[src/rtl/mu_pkg.sv]
// rtl/mu_pkg.sv - shared widths, Caddr/opcode encodings, control-store words and dispatch lookups
package mu_pkg;

    localparam int UPC_W = 4;
    localparam int OP_W  = 6;
    localparam int MIR_W = 15;

    typedef enum logic [1:0] {
        CADDR_FETCH = 2'd0,
        CADDR_DISP1 = 2'd1,
        CADDR_DISP2 = 2'd2,
        CADDR_SEQ   = 2'd3
    } caddr_t;

    localparam logic [OP_W-1:0] OP_RTYPE = 6'h00;
    localparam logic [OP_W-1:0] OP_LW    = 6'h23;
    localparam logic [OP_W-1:0] OP_BEQ   = 6'h04;
    localparam logic [OP_W-1:0] OP_J     = 6'h02;
    localparam logic [OP_W-1:0] OP_ADDI  = 6'h08;

    localparam logic [UPC_W-1:0] UPC_FETCH     = 4'd0;
    localparam logic [UPC_W-1:0] UPC_MEM_ADDR  = 4'd2;
    localparam logic [UPC_W-1:0] UPC_MEM_READ  = 4'd3;
    localparam logic [UPC_W-1:0] UPC_R_EXEC    = 4'd6;
    localparam logic [UPC_W-1:0] UPC_BEQ       = 4'd8;
    localparam logic [UPC_W-1:0] UPC_JUMP      = 4'd9;
    localparam logic [UPC_W-1:0] UPC_ADDI_EXEC = 4'd10;
    localparam logic [UPC_W-1:0] UPC_TRAP      = 4'd15;

    // Field order: PCWr PCWrCond IorD MemRd | TransIn | ALUOp | ALUSrcB | ALUSrcA RegWr | Caddr
    localparam logic [MIR_W-1:0] W_FETCH     = 15'h4913;
    localparam logic [MIR_W-1:0] W_DECODE    = 15'h0231;
    localparam logic [MIR_W-1:0] W_MEM_ADDR  = 15'h022A;
    localparam logic [MIR_W-1:0] W_MEM_READ  = 15'h1B03;
    localparam logic [MIR_W-1:0] W_LOAD_WB   = 15'h0404;
    localparam logic [MIR_W-1:0] W_R_EXEC    = 15'h028B;
    localparam logic [MIR_W-1:0] W_R_WB      = 15'h0504;
    localparam logic [MIR_W-1:0] W_BEQ       = 15'h2648;
    localparam logic [MIR_W-1:0] W_JUMP      = 15'h4700;
    localparam logic [MIR_W-1:0] W_ADDI_EXEC = 15'h022B;
    localparam logic [MIR_W-1:0] W_ADDI_WB   = 15'h0504;
    localparam logic [MIR_W-1:0] W_ZERO      = 15'h0000;

    typedef struct packed {
        logic             valid;
        logic [UPC_W-1:0] target;
    } disp_t;

    function automatic disp_t disp1_lookup(input logic [OP_W-1:0] op);
        disp_t d;
        d.valid = 1'b1;
        case (op)
            OP_RTYPE: d.target = UPC_R_EXEC;
            OP_LW:    d.target = UPC_MEM_ADDR;
            OP_BEQ:   d.target = UPC_BEQ;
            OP_J:     d.target = UPC_JUMP;
            OP_ADDI:  d.target = UPC_ADDI_EXEC;
            default: begin
                d.valid  = 1'b0;
                d.target = UPC_FETCH;
            end
        endcase
        return d;
    endfunction

    function automatic disp_t disp2_lookup(input logic [OP_W-1:0] op);
        disp_t d;
        d.valid  = (op == OP_LW);
        d.target = (op == OP_LW) ? UPC_MEM_READ : UPC_FETCH;
        return d;
    endfunction

endpackage

[src/rtl/mu_ctrl_store.sv]
// rtl/mu_ctrl_store.sv - combinational control-store ROM read and DISP1/DISP2 opcode lookup
module mu_ctrl_store
    import mu_pkg::*;
(
    input  logic [UPC_W-1:0] addr,
    input  logic [OP_W-1:0]  opcode,
    output logic [MIR_W-1:0] word,
    output logic             disp1_valid,
    output logic [UPC_W-1:0] disp1_target,
    output logic             disp2_valid,
    output logic [UPC_W-1:0] disp2_target
);

    disp_t d1;
    disp_t d2;

    always_comb begin
        word = W_ZERO;
        case (addr)
            4'd0:  word = W_FETCH;
            4'd1:  word = W_DECODE;
            4'd2:  word = W_MEM_ADDR;
            4'd3:  word = W_MEM_READ;
            4'd4:  word = W_LOAD_WB;
            4'd6:  word = W_R_EXEC;
            4'd7:  word = W_R_WB;
            4'd8:  word = W_BEQ;
            4'd9:  word = W_JUMP;
            4'd10: word = W_ADDI_EXEC;
            4'd11: word = W_ADDI_WB;
            default: word = W_ZERO;
        endcase
    end

    always_comb begin
        d1 = disp1_lookup(opcode);
        d2 = disp2_lookup(opcode);
    end

    assign disp1_valid  = d1.valid;
    assign disp1_target = d1.target;
    assign disp2_valid  = d2.valid;
    assign disp2_target = d2.target;

endmodule

[src/rtl/mu_sequencer.sv]
// rtl/mu_sequencer.sv - micro-PC sequencer with MemRd stall; MUSEQ_ILLEGAL_TRAP_EN parks illegal opcodes at word 15
module mu_sequencer
    import mu_pkg::*;
(
    input  logic             clk,
    input  logic             rst,
    input  logic [OP_W-1:0]  opcode,
    input  logic             mem_ready,
    output logic [MIR_W-1:0] micro_ir,
    output logic [UPC_W-1:0] upc,
    output logic             instr_done,
    output logic             illegal_op
);

    logic [MIR_W-1:0] rom_word;
    logic [UPC_W-1:0] next_upc;
    logic             disp1_valid;
    logic [UPC_W-1:0] disp1_target;
    logic             disp2_valid;
    logic [UPC_W-1:0] disp2_target;
    logic             stall;
    logic             retire_fetch;
    caddr_t           caddr;

    assign caddr = caddr_t'(micro_ir[1:0]);
    assign stall = micro_ir[11] && !mem_ready;

    // The ROM is addressed by the next address so micro_ir and upc load together.
    mu_ctrl_store u_ctrl_store (
        .addr         (next_upc),
        .opcode       (opcode),
        .word         (rom_word),
        .disp1_valid  (disp1_valid),
        .disp1_target (disp1_target),
        .disp2_valid  (disp2_valid),
        .disp2_target (disp2_target)
    );

`ifdef MUSEQ_ILLEGAL_TRAP_EN
    localparam logic [UPC_W-1:0] ILLEGAL_NEXT = UPC_TRAP;
    logic illegal_hit;
    logic illegal_q;
    logic parked;

    assign parked      = (upc == UPC_TRAP);
    assign illegal_hit = ((caddr == CADDR_DISP1) && !disp1_valid) ||
                         ((caddr == CADDR_DISP2) && !disp2_valid);
    assign illegal_op  = illegal_q;
`else
    localparam logic [UPC_W-1:0] ILLEGAL_NEXT = UPC_FETCH;
    localparam logic parked = 1'b0;
    assign illegal_op = 1'b0;
`endif

    always_comb begin
        next_upc = UPC_FETCH;
        case (caddr)
            CADDR_FETCH: next_upc = UPC_FETCH;
            CADDR_DISP1: next_upc = disp1_valid ? disp1_target : ILLEGAL_NEXT;
            CADDR_DISP2: next_upc = disp2_valid ? disp2_target : ILLEGAL_NEXT;
            CADDR_SEQ:   next_upc = upc + 4'd1;
            default:     next_upc = UPC_FETCH;
        endcase
        if (parked) begin
            next_upc = UPC_TRAP;
        end
    end

    assign retire_fetch = (caddr == CADDR_FETCH) && !parked;

    always_ff @(posedge clk) begin
        if (rst) begin
            upc        <= UPC_FETCH;
            micro_ir   <= W_FETCH;
            instr_done <= 1'b0;
        end else if (stall) begin
            instr_done <= 1'b0;
        end else begin
            upc        <= next_upc;
            micro_ir   <= rom_word;
            instr_done <= retire_fetch;
        end
    end

`ifdef MUSEQ_ILLEGAL_TRAP_EN
    always_ff @(posedge clk) begin
        if (rst) begin
            illegal_q <= 1'b0;
        end else if (!stall && illegal_hit) begin
            illegal_q <= 1'b1;
        end
    end
`endif

endmodule
[config.mk]
export PLATFORM = sky130hd
export DESIGN_NAME = mu_sequencer
export DESIGN_NICKNAME = d
export VERILOG_FILES = /design/src/rtl/mu_pkg.sv /design/src/rtl/mu_ctrl_store.sv /design/src/rtl/mu_sequencer.sv
export SDC_FILE = /design/constraint.sdc
export NUM_CORES = 1
export LEC_CHECK = 0
export CELL_PAD_IN_SITES_DETAIL_PLACEMENT = 1
export CELL_PAD_IN_SITES_GLOBAL_PLACEMENT = 1
export CORE_MARGIN = 2
export CORE_UTILIZATION = 34
export DETAILED_ROUTE_END_ITERATION = 8
export PLACE_DENSITY_LB_ADDON = 0.1
export SLEW_MARGIN = 20
export SYNTH_ARGS = -nofsm -noshare
export SYNTH_HDL_FRONTEND = slang
export SYNTH_SLANG_ARGS = --single-unit
[constraint.sdc]
create_clock -name clk -period 3 [get_ports clk]
set_clock_uncertainty 0.1 [all_clocks]
set_input_delay 0.45 -clock clk [delete_from_list [all_inputs] [get_ports clk]]
set_output_delay 0.45 -clock clk [all_outputs]
set_load 0.01 [all_outputs]
# Yosys cells after proc, flatten, opt, wreduce, memory -nomap -nowiden
# Memory sizes are Yosys's and may differ from the RTL's. A register that Yosys moved wholly into a read port is not among the register bits.
# Cells that the tools add are included.
# totals
elab_cells	23
input_bits	9
regBits	5
mem_bits_rw	0
n_memories	1
romBits	240
output_inout_bits	21
latch_bits	0
# op_classes
muxes	5
div	0
mul	0
n_reduce_logical	7
bitwise_logic	0
n_eq_ne	7
add_sub_neg	1
n_lt_le_gt_ge	0
shifts	0
# mem_list
name	depth	word_bits	read_ports	rd_ports_with_merged_regs	wr	line_no	rtl
(name not given)	16	15	1	1	0	mu_ctrl_store.sv:19	case (addr)
# ops
cell	count
4-bit one-hot mux with 5 select lines	1
4-bit one-hot mux with 4 select lines	1
6-bit by 2-bit equality test with 1-bit output, second input constant	1
6-bit by 3-bit equality test with 1-bit output, second input constant	1
6-bit by 4-bit equality test with 1-bit output, second input constant	1
6-bit equality test, second input constant	1
6-bit zero test	1
5-bit OR reduction	1
4-bit by 1-bit adder with 4-bit output, second input constant	1
2-bit equality test, second input constant	2
4-bit two-way mux	1
2-bit by 1-bit equality test with 1-bit output, second input constant	1
1-bit zero test	2
2-bit zero test	1
2-bit two-way mux	1
2-bit OR reduction	1
1-bit logical AND	1
1-bit two-way mux	1

# Longest topological paths before layout
# Gate-level depths: netlist of the first run.
# logic_depth
depth_word	5
ltp_mapped	10
mapped_depth_nobuf	8

# Hierarchy
# From an unflattened synthesis of the first run, not the netlist that was laid out.
# hier_totals
cells_unflattened	173
hier_area_um2	1367.6
# modules_own_cells
mod	instances	area_per_inst_um2	cells_per_inst
mu_sequencer	1	939.7	113
mu_ctrl_store	1	427.9	60

# Worst setup path before layout of the first run
# OpenSTA, ideal clock, no wires.
# synth_timing
path_type	input-to-reg
startpoint	input opcode[5]
endpoint	register micro_ir[10]
path_slack_ns	0.300
arrival_time_ns	2.514
cell_stages	7
cell_sequence	or3_2 > or3_2 > and3_1 > clkbuf_2 > ha_1 > or3_1 > a211oi_1
# synth_via
elab_chain_cells	5
# synth_rtl
element	line_no	rtl
from (decl)	mu_sequencer.sv:7	input logic [OP_W-1:0] opcode,
6-bit equality test (tied with other cells)	mu_pkg.sv:52, mu_pkg.sv:68, mu_pkg.sv:69	
5-bit OR reduction (no source line)	--	
1-bit two-way mux	mu_pkg.sv:52	case (op)
4-bit two-way mux	mu_sequencer.sv:59	CADDR_DISP1: next_upc = disp1_valid ? disp1_target : ILLEGAL_NEXT;
4-bit one-hot mux with 4 select lines (*)	mu_sequencer.sv:57	case (caddr)
to (decl)	mu_sequencer.sv:9	output logic [MIR_W-1:0] micro_ir,
# Every way passes the cells marked *; elsewhere a longest branch is shown, timed or not.
# A chain may end at the register's enable or synchronous reset.

# Final worst setup path of the first run
# layout_timing
startpoint	input opcode[2]
endpoint	register micro_ir[10]
# Same word-level chain as after synthesis.

==> metrics.yaml, run 1 <==
numClockSinks: 19
gp_congestion: 0.825
ioPinCount: 30
cts_max_level: 1
io_buffers: 28
drt_wl_total_um: 3180
dpl.hpwl_um: 2410
via_count: 1104
ys_types: 40
met2_length_um: 1600
core_um2: 3080
power-per-cell-area_nw_per_um2: 1050
clkTransAtPathRegs_ps: 110
period_needed_ps: 2920
drtAntennaViolNets: 0
detail_route.first_pass.iterations: 5
synth_cells: 134
syn_nets: 150
endpoint_kind: "register"
placed_cells: 210
antenna_found_initial: 0
cts_tree: "yes"
avgSynthCellArea_um2: 8.23
netlist_area_um2: 1100
hold_buffers: 0
wl_per_cell_um: 14.8
wl_met1_um: 1440
place_ws_ps: -225
vdd_drop_max_v: 0.000468
grt_setup_unrepaired: "false"
startpoint_type: "input port"
die_w_um: 60.9
antennaDiodeCount: 0
status: "complete, no violations"
chipHeight_um: 60.9
period_share_pct: 97.3
fmax_mhz: 342
post-cts-setup-buffers: 0
grtUsageTotal_pct: 18.9
maxCapViolations: 0
grt_overflow_total: 0
hold_viol: 0
cts_resized: 0
multi_input_area_um2: 652
fill_cells: 383
drt_iter0_markers: 30
fp-row-count: 20
fin_cells: 214
insertion_delay_ps: 300
synth_edf_count: 0
viasPerCell: 5.16
setup_viol: 0
synth-main-ff-cell: "dfxtp_1"
layout-drive-gt1-share_pct: 13.5
seqCellArea_um2: 380
dr.max_layer_used: "met4"
tightestPinTransition_ps: 724
stdcell_area_um2: 1520
drc: 0
hold_class: "reg -> reg"
required_ps: 3110
clk_path_buf_depth: 2
setup_slack_ps: 80.1
initial_core_util_pct: 35.8
grt_max_degree: 21
final_max_slew_viol_count: 0
place_area_um2: 1490
synthArstFlopShare_pct: 0
crit_type: "in -> reg"
area_growth_pct: 37.7
fin_nets: 187
path_max_fanout: 5
ys_warn_count: 0
cts_buffers: 3
grt_pass1_wl_um: 5250
arrival_ps: 3030
dieArea_um2: 3710
seq_area_frac_synth_pct: 34.5
wl_met3_um: 100
grt_pass1_vias: 1142
maxSlewHeadroom_pct: 51.6
root_buffer: "clkbuf_4"
power.leakage_nw: 0.594
ys_ff_latch: 19
layout make-up:
type                       count  share of cell area, %
multi-input combinational    101                   43.0
timing repair buffer          43                   25.9
sequential                    19                   25.1
tap                           44                   3.63
clock buffer                   4                   1.73
inverter                       3                  0.742
per-stage QoR:
step                      setup TNS (ps)  util [%]  total power, mW  hold slack [ps]
after detailed placement           -1050      48.5             1.48              348
final                                  0      49.3             1.60              365
after global placement              -560      48.5             1.45              342
after floorplan                        0         -            0.989              376
after CTS                              0      49.3             1.61              372
after global routing                   0      49.3             1.74              410
cell usage in the layout, fill, tap and decap left out, drive strengths merged, types with 2 or more instances in the layout:
| cell type | n |
|---|---|
| nor3 | 4 |
| a31oi | 6 |
| a311oi | 2 |
| o31ai | 2 |
| xor2 | 2 |
| o21ai | 4 |
| clkdlybuf4s50 | 28 |
| nand3 | 5 |
| and2 | 2 |
| mux2i | 2 |
| dfxtp | 19 |
| clkbuf | 4 |
| o32ai | 2 |
| ha | 7 |
| o32a | 2 |
| inv | 3 |
| or3 | 3 |
| nand4 | 5 |
| nor2 | 16 |
| a211oi | 6 |
| buf | 15 |
| nand2 | 11 |
| a21oi | 7 |
synth_stat cells (3+ instances only):
cell | instances | area (µm²)
dfxtp_1 | 19 | 380
a31oi_1 | 6 | 37.5
ha_1 | 7 | 87.6
a21oi_1 | 7 | 35.0
clkbuf_1 | 6 | 22.5
nor3_1 | 4 | 20.0
a211oi_1 | 6 | 45.0
nand3_1 | 5 | 25.0
o21ai_0 | 4 | 20.0
nand2_1 | 11 | 41.3
nand4_1 | 5 | 31.3
nor2_1 | 16 | 60.1
inv_1 | 3 | 11.3
per-layer routing:
layer  track usage (%)  up-vias
met3              3.20        4
met1              24.3      523
met2              32.9       20
met5                 0        -
met4              4.66        0
li1                  -      557
worst max-delay path, stage by stage:
cell	delay, ps
clkdlybuf4s50_1	470
or4b_4	550
or3_2	440
and3_1	210
ha_1	360
o31a_1	340
a211oi_1	210
where the power goes:
group	internal [mW]	switching (mW)	total [mW]	leakage, nW
Clock	0.0518	0.0785	0.130	0.0150
Combinational	0.523	0.540	1.06	0.422
Sequential	0.333	0.0716	0.405	0.157
state kept, by name, summed over array words and instances (netlist names):
| name | cells |
|---|---|
| instr_done | 1 |
| upc | 4 |
| micro_ir | 14 |
logic make-up (layout without fill, tap and decap cells):
kind of cell               after synthesis  after routing  share of synthesized area, %
and+or+nand+nor                         55             55                          25.7
AOI/OAI and AO/OA                       33             33                          21.0
DFF                                     19             19                          34.5
buffers and inverters                   14             50                          6.35
adders and majority gates                7              7                          7.95
xor gates and xnor gates                 3              3                          2.38
muxes                                    2              2                          1.82
other                                    1              1                         0.340
final timing paths:
check / startpoint / endpoint / slack (ps) / depth (start not counted)
worst max-delay path: opcode[2] / micro_ir[10]$_SDFFE_PP0N_ / 80 / 7
worst min-delay path: micro_ir[7]$_SDFFE_PP0N_ / micro_ir[7]$_SDFFE_PP0N_ / 370 / 2
worst min register to register: micro_ir[7]$_SDFFE_PP0N_ / micro_ir[7]$_SDFFE_PP0N_ / 370 / 2
worst max register to register: micro_ir[0]$_SDFFE_PP1N_ / micro_ir[10]$_SDFFE_PP0N_ / 270 / 6
Power figures use the tool's default switching activity.
==> run 2: changes to the inputs <==
ABC_CLOCK_PERIOD_IN_PS = 2600   (was default)
CAP_MARGIN = 10   (was default)
CORE_UTILIZATION = 31   (was 34)
clock period = 2.6 ns   (was 3 ns; I/O delays follow)
==> run 2 against run 1 <==
Effect of this change: utilization is 1.6 points lower; power is 26% higher; cell count is 2.8% higher; sequential cell count stayed put; critical path type unchanged; routed wire length is 8.2% higher; worst hold slack better by 4.5 ps; register-to-register slack worse by 30 ps; sequential share of layout area is 1.2 points lower.
==> metrics.yaml, run 2 (synthesis gave the netlist of run 1 again) <==
hold_viol: 0  # unchanged
r2r_cells: 6  # unchanged
period_share_pct: 96.6
die_w_um: 63.6  # +4.4%
largest-register: "micro_ir"
grt_setup_unrepaired: "false"
antenna_found_initial: 0  # unchanged
path_max_fanout: 4  # -1
drc: 0  # unchanged
final_util_pct: 47.7  # -1.6 points
grt_pass1_wl_um: 5760  # +9.7%
cts_buffers: 3  # unchanged
core_um2: 3360  # +9.3%
power_mw: 2.01  # +26%
largest_register_ffs: 14  # unchanged
layout-drive-gt1-share_pct: 21.3  # +7.7 points
layout_common_cells: "clkdlybuf4s50_1 (27), buf_4 (19), dfxtp_1 (17)"
viasPerCell: 5.21  # +0.97%
critPathMaxStageDelay_ps: 500  # -50 ps
arrival_ps: 2630  # -400 ps
cts_max_level: 1  # unchanged
hold_buffers: 0  # unchanged
cts_tree: "yes"
rr_startpoint: "micro_ir[1]$_SDFFE_PP1N_"
maxSlewHeadroom_pct: 51.2  # -0.33 points
crit_path_top_delay_cell: "or4b_4"
drt_wl_total_um: 3440  # +8.2%
power-per-cell-area_nw_per_um2: 1250  # +19%
wl_per_cell_um: 15.6  # +5.3%
ff2ff_setup_slack_ps: 240  # -30 ps
reg_top3: "micro_ir (14), upc (4), instr_done (1)"
area_growth_pct: 45.5
maxCapViolations: 0  # unchanged
gp_congestion: 0.771  # -6.6%
ioPinCount: 30  # unchanged
fp-row-count: 21  # +5.0%
tightestPinTransition_ps: 729  # +4.92 ps
fmax_mhz: 398
drt_iter0_markers: 23  # -23%
grt_overflow_total: 0  # unchanged
hold_class: "reg -> reg"
required_ps: 2720  # -390 ps
status: "complete, no violations"
endpoint_kind: "register"
cp_cell_sequence: "clkdlybuf4s50_1 > or4b_4 > or3_4 > and3_4 > ha_4 > o31a_1 > a211oi_1"
worstHoldStart: "micro_ir[13]$_SDFFE_PP0N_"
vdd_drop_max_v: 0.000613  # +31%
drtAntennaViolNets: 0  # unchanged
r2r_end: "micro_ir[10]$_SDFFE_PP0N_"
detail_route.first_pass.iterations: 4  # -1
power.leakage_nw: 0.613  # +3.2%
via_count: 1146  # +3.8%
fin_nets: 191  # +2.1%
numClockSinks: 19  # unchanged
final_common_cell: "clkdlybuf4s50_1"
io_buffers: 28  # unchanged
period_needed_ps: 2510
startpoint_type: "input port"
grt_pass1_vias: 1167  # +2.2%
crit_type: "in -> reg"
final_max_slew_viol_count: 0  # unchanged
initial_core_util_pct: 32.8  # -3.0 points
clk_path_buf_depth: 2  # unchanged
setup_viol: 0  # unchanged
chipHeight_um: 63.6  # +4.4%
grt_max_degree: 20  # -4.8%
clkTransAtPathRegs_ps: 100  # about the same
dieArea_um2: 4050  # +9.0%
grtUsageTotal_pct: 18.2  # -0.74 points
root_buffer: "clkbuf_4"
holdPathEnd: "micro_ir[13]$_SDFFE_PP0N_"
antennaDiodeCount: 0  # unchanged
worstHoldPathCells: 2  # unchanged
dpl.hpwl_um: 2640  # +9.5%
insertion_delay_ps: 310  # about the same
==> run 2: cell types whose count changed in the layout (fill, tap and decap cells not counted), moves of 2 or more <==
| cell | change |
|---|---|
| dfxtp_1 | -2 |
| dfxtp_2 | +2 |
| ha_2 | +2 |
| a211oi_1 | -2 |
| or3_4 | +2 |
| ha_1 | -4 |
| o21ai_0 | -2 |
| a211oi_2 | +2 |
| or3_2 | -2 |
| buf_4 | +4 |
| ha_4 | +2 |
| o21ai_1 | +2 |
==> run 2: metrics by stage <==
stage	hold slack, ps	worst slack (ps)	cell area [µm²]	std cells	TNS [ps]
after floorplan	376	18.2	1140	134	0
after global placement	341	-458	1550	215	-4190
after detailed placement	350	-505	1550	215	-4890
after CTS	375	50.1	1590	220	0
after global routing	412	11.6	1600	220	0
final	370	87.6	1600	220	0
==> run 2: critical path, delay by kind of cell <==
| kind | cells | cell delay (ps) |
|---|---|---|
| AOI/OAI and AO/OA | 2 | 500 |
| adders and majority gates | 1 | 260 |
| buffers and inverters | 1 | 430 |
| and+or+nand+nor | 3 | 1040 |
==> run 2: how the worst max path moves through the flow <==
stage | startpoint | slack, ps | to | cells after the start
2_1_floorplan | opcode[5] | 20 | micro_ir[10]$_SDFFE_PP0N_ | 7
3_3_place_gp | opcode[2] | -460 | micro_ir[0]$_SDFFE_PP1N_ | 9
3_5_place_dp | opcode[2] | -500 | micro_ir[8]$_SDFFE_PP1N_ | 10
4_1_cts | opcode[5] | 50 | micro_ir[14]$_SDFFE_PP1N_ | 9
5_1_grt | opcode[3] | 10 | micro_ir[1]$_SDFFE_PP1N_ | 9
6_report | opcode[3] | 90 | micro_ir[10]$_SDFFE_PP0N_ | 7
==> run 2: routing by layer <==
metal | vias up | GRT usage [%] | wire (µm)
li1 | 568 | - | -
met1 | 549 | 20.0 | 1490
met2 | 23 | 35.3 | 1800
met3 | 6 | 2.50 | 104
met4 | 0 | 5.71 | 49
met5 | - | 0 | 0
==> run 2: power breakdown <==
part,internal [mW],total [mW],switching [mW]
logic,0.697,1.41,0.715
clock network,0.0600,0.154,0.0936
registers,0.388,0.446,0.0584
==> run 2: what timing repair did <==
item	in CTS	in global routing
gates cloned	0	0
pin swaps	1	1
endpoints found under the setup margin	8	6
resized for setup	8	3
buffers inserted	1	0
==> run 2: cell type report <==
class	count	area, µm²
clock buffer	4	26.3
timing repair buffer	47	422
inverter	3	11.3
fill	447	1760
tap	46	57.6
sequential	19	383
multi-input combinational	101	704
==> run 3: changes to the inputs <==
PLACE_DENSITY = 0.76   (was default)
PLACE_DENSITY_LB_ADDON = default   (was 0.1)
==> run 3 against run 2 <==
Effect of this change: global-route usage increased by 0.15 points; register-to-register slack worse by 30 ps; worst hold slack got worse by 2.3 ps; die area stayed put; critical endpoint is now micro_ir[8]$_SDFFE_PP1N_; highest routed layer unchanged; clock power up 3%; sequential cell count unchanged; design area rose by 0.94%.
==> metrics.yaml, run 3 (synthesis gave the netlist of run 1 again) <==
period_share_pct: 94.8  # -1.8 points
grt_pass1_wl_um: 5890  # +2.3%
power-per-cell-area_nw_per_um2: 1220  # -2.6%
largest_register_ffs: 14  # unchanged
drt_iter0_markers: 23  # unchanged
cts_tree: "yes"
arrival_ps: 2610  # -20 ps
root_buffer: "clkbuf_4"
grt_overflow_total: 0  # unchanged
grtUsageTotal_pct: 18.3  # +0.15 points
die_w_um: 63.6  # unchanged
setup_viol: 0  # unchanged
fin_nets: 192  # +0.52%
hold_viol: 0  # unchanged
hold_class: "reg -> reg"
antennaDiodeCount: 0  # unchanged
power.leakage_nw: 0.642  # +4.7%
layout_common_cells: "clkdlybuf4s50_1 (26), buf_4 (20), dfxtp_1 (17)"
holdPathEnd: "micro_ir[12]$_SDFFE_PP0N_"
initial_core_util_pct: 32.8  # unchanged
drt_wl_total_um: 3410  # -0.70%
maxCapViolations: 0  # unchanged
area_growth_pct: 46.9
crit_type: "in -> reg"
clkTransAtPathRegs_ps: 110  # about the same
via_count: 1171  # +2.2%
io_buffers: 28  # unchanged
chipHeight_um: 63.6  # unchanged
worstHoldPathCells: 2  # unchanged
ff2ff_setup_slack_ps: 210  # -30 ps
clk_path_buf_depth: 2  # unchanged
setup_slack_ps: 135  # +47.3 ps
numClockSinks: 19  # unchanged
r2r_end: "micro_ir[8]$_SDFFE_PP1N_"
insertion_delay_ps: 320  # about the same
dpl.hpwl_um: 2630  # -0.18%
final_common_cell: "clkdlybuf4s50_1"
startpoint_type: "input port"
path_max_fanout: 4  # unchanged
reg_top3: "micro_ir (14), upc (4), instr_done (1)"
status: "complete, no violations"
grt_setup_unrepaired: "false"
worstHoldStart: "micro_ir[12]$_SDFFE_PP0N_"
fp-row-count: 21  # unchanged
largest-register: "micro_ir"
grt_max_degree: 23  # +15%
rr_startpoint: "micro_ir[1]$_SDFFE_PP1N_"
required_ps: 2740  # +20 ps
antenna_found_initial: 0  # unchanged
wl_per_cell_um: 15.4  # -1.1%
detail_route.first_pass.iterations: 4  # unchanged
layout-drive-gt1-share_pct: 21.7  # +0.45 points
period_needed_ps: 2470  # -47.3 ps
drc: 0  # unchanged
gp_congestion: 0.786  # +1.9%
cts_max_level: 1  # unchanged
drtAntennaViolNets: 0  # unchanged
place_ws_ps: -527  # -21.9 ps
endpoint_kind: "register"
r2r_cells: 9  # +3
ioPinCount: 30  # unchanged
final_max_slew_viol_count: 0  # unchanged
cts_buffers: 3  # unchanged
hold_buffers: 0  # unchanged
maxSlewHeadroom_pct: 50.6  # -0.60 points
core_um2: 3360  # unchanged
viasPerCell: 5.30  # +1.7%
fmax_mhz: 406  # +1.9%
final_util_pct: 48.1  # +0.45 points
grt_pass1_vias: 1251  # +7.2%
dieArea_um2: 4050  # unchanged
vdd_drop_max_v: 0.000485  # -21%
tightestPinTransition_ps: 738  # +8.92 ps
run 3: cell count changes in the layout (fill, tap and decap cells not counted), sizes merged:
| cell | change |
|---|---|
| clkinv | +1 |
| clkdlybuf4s50 | -1 |
| clkbuf | -1 |
| dlymetal6s2s | +2 |
| dlygate4sd2 | -1 |
| buf | +1 |
run 3: final cells by class:
cell class                 instances  area [µm²]
multi-input combinational        101         704
timing repair buffer              48         435
clock inverter                     1        5.00
sequential                        19         383
inverter                           3        11.3
clock buffer                       3        22.5
fill                             417        1740
tap                               46        57.6
run 3: metal layers:
metal	vias to the layer above	share of wire [%]	track usage (%)
met4	0	1.4	6.52
met2	20	52	33.9
met5	-	0	0
met3	5	2.4	2.68
li1	569	-	-
met1	577	44	21.1
run 3: worst max-delay path: stages:
cell and delay [ps]:
clkdlybuf4s50_1 450, or3_4 410, or3_4 380, and3_4 190, buf_4 150, inv_2 80, ha_1 170, and2_1 140
o21ai_0 80, a31oi_1 180
run 3: repair_timing:
| action | CTS | global route |
|---|---|---|
| buffers inserted | 0 | 0 |
| resized for setup | 6 | 4 |
| endpoints found under the setup margin | 8 | 6 |
| pin swaps | 1 | 1 |
run 3: power by group:
part	switching, mW	internal (mW)	leakage, nW
Sequential	0.0599	0.388	0.156
Combinational	0.707	0.664	0.468
Clock	0.101	0.0577	0.0177
Total	0.867	1.11	0.642
run 3: how the worst max path moves through the flow:
stage / start / endpoint / slack, ps / cells past startpoint
final: opcode[5] / micro_ir[8]$_SDFFE_PP1N_ / 130 / 10
after global routing: opcode[5] / micro_ir[8]$_SDFFE_PP1N_ / 70 / 10
after CTS: opcode[5] / micro_ir[8]$_SDFFE_PP1N_ / 40 / 10
after detailed placement: opcode[5] / micro_ir[10]$_SDFFE_PP0N_ / -530 / 7
after global placement: opcode[5] / micro_ir[2]$_SDFFE_PP0N_ / -430 / 7
after floorplan: opcode[5] / micro_ir[10]$_SDFFE_PP0N_ / 20 / 7
run 3: through the flow:
step	TNS [ps]	total power, mW	cells	instance area (µm²)	hold WS [ps]
after floorplan	0	1.23	134	1140	376
after global placement	-3740	1.74	217	1560	343
after detailed placement	-4550	1.78	217	1560	355
after CTS	0	1.99	221	1610	372
after global routing	0	2.13	221	1620	387
final	0	1.98	221	1620	368
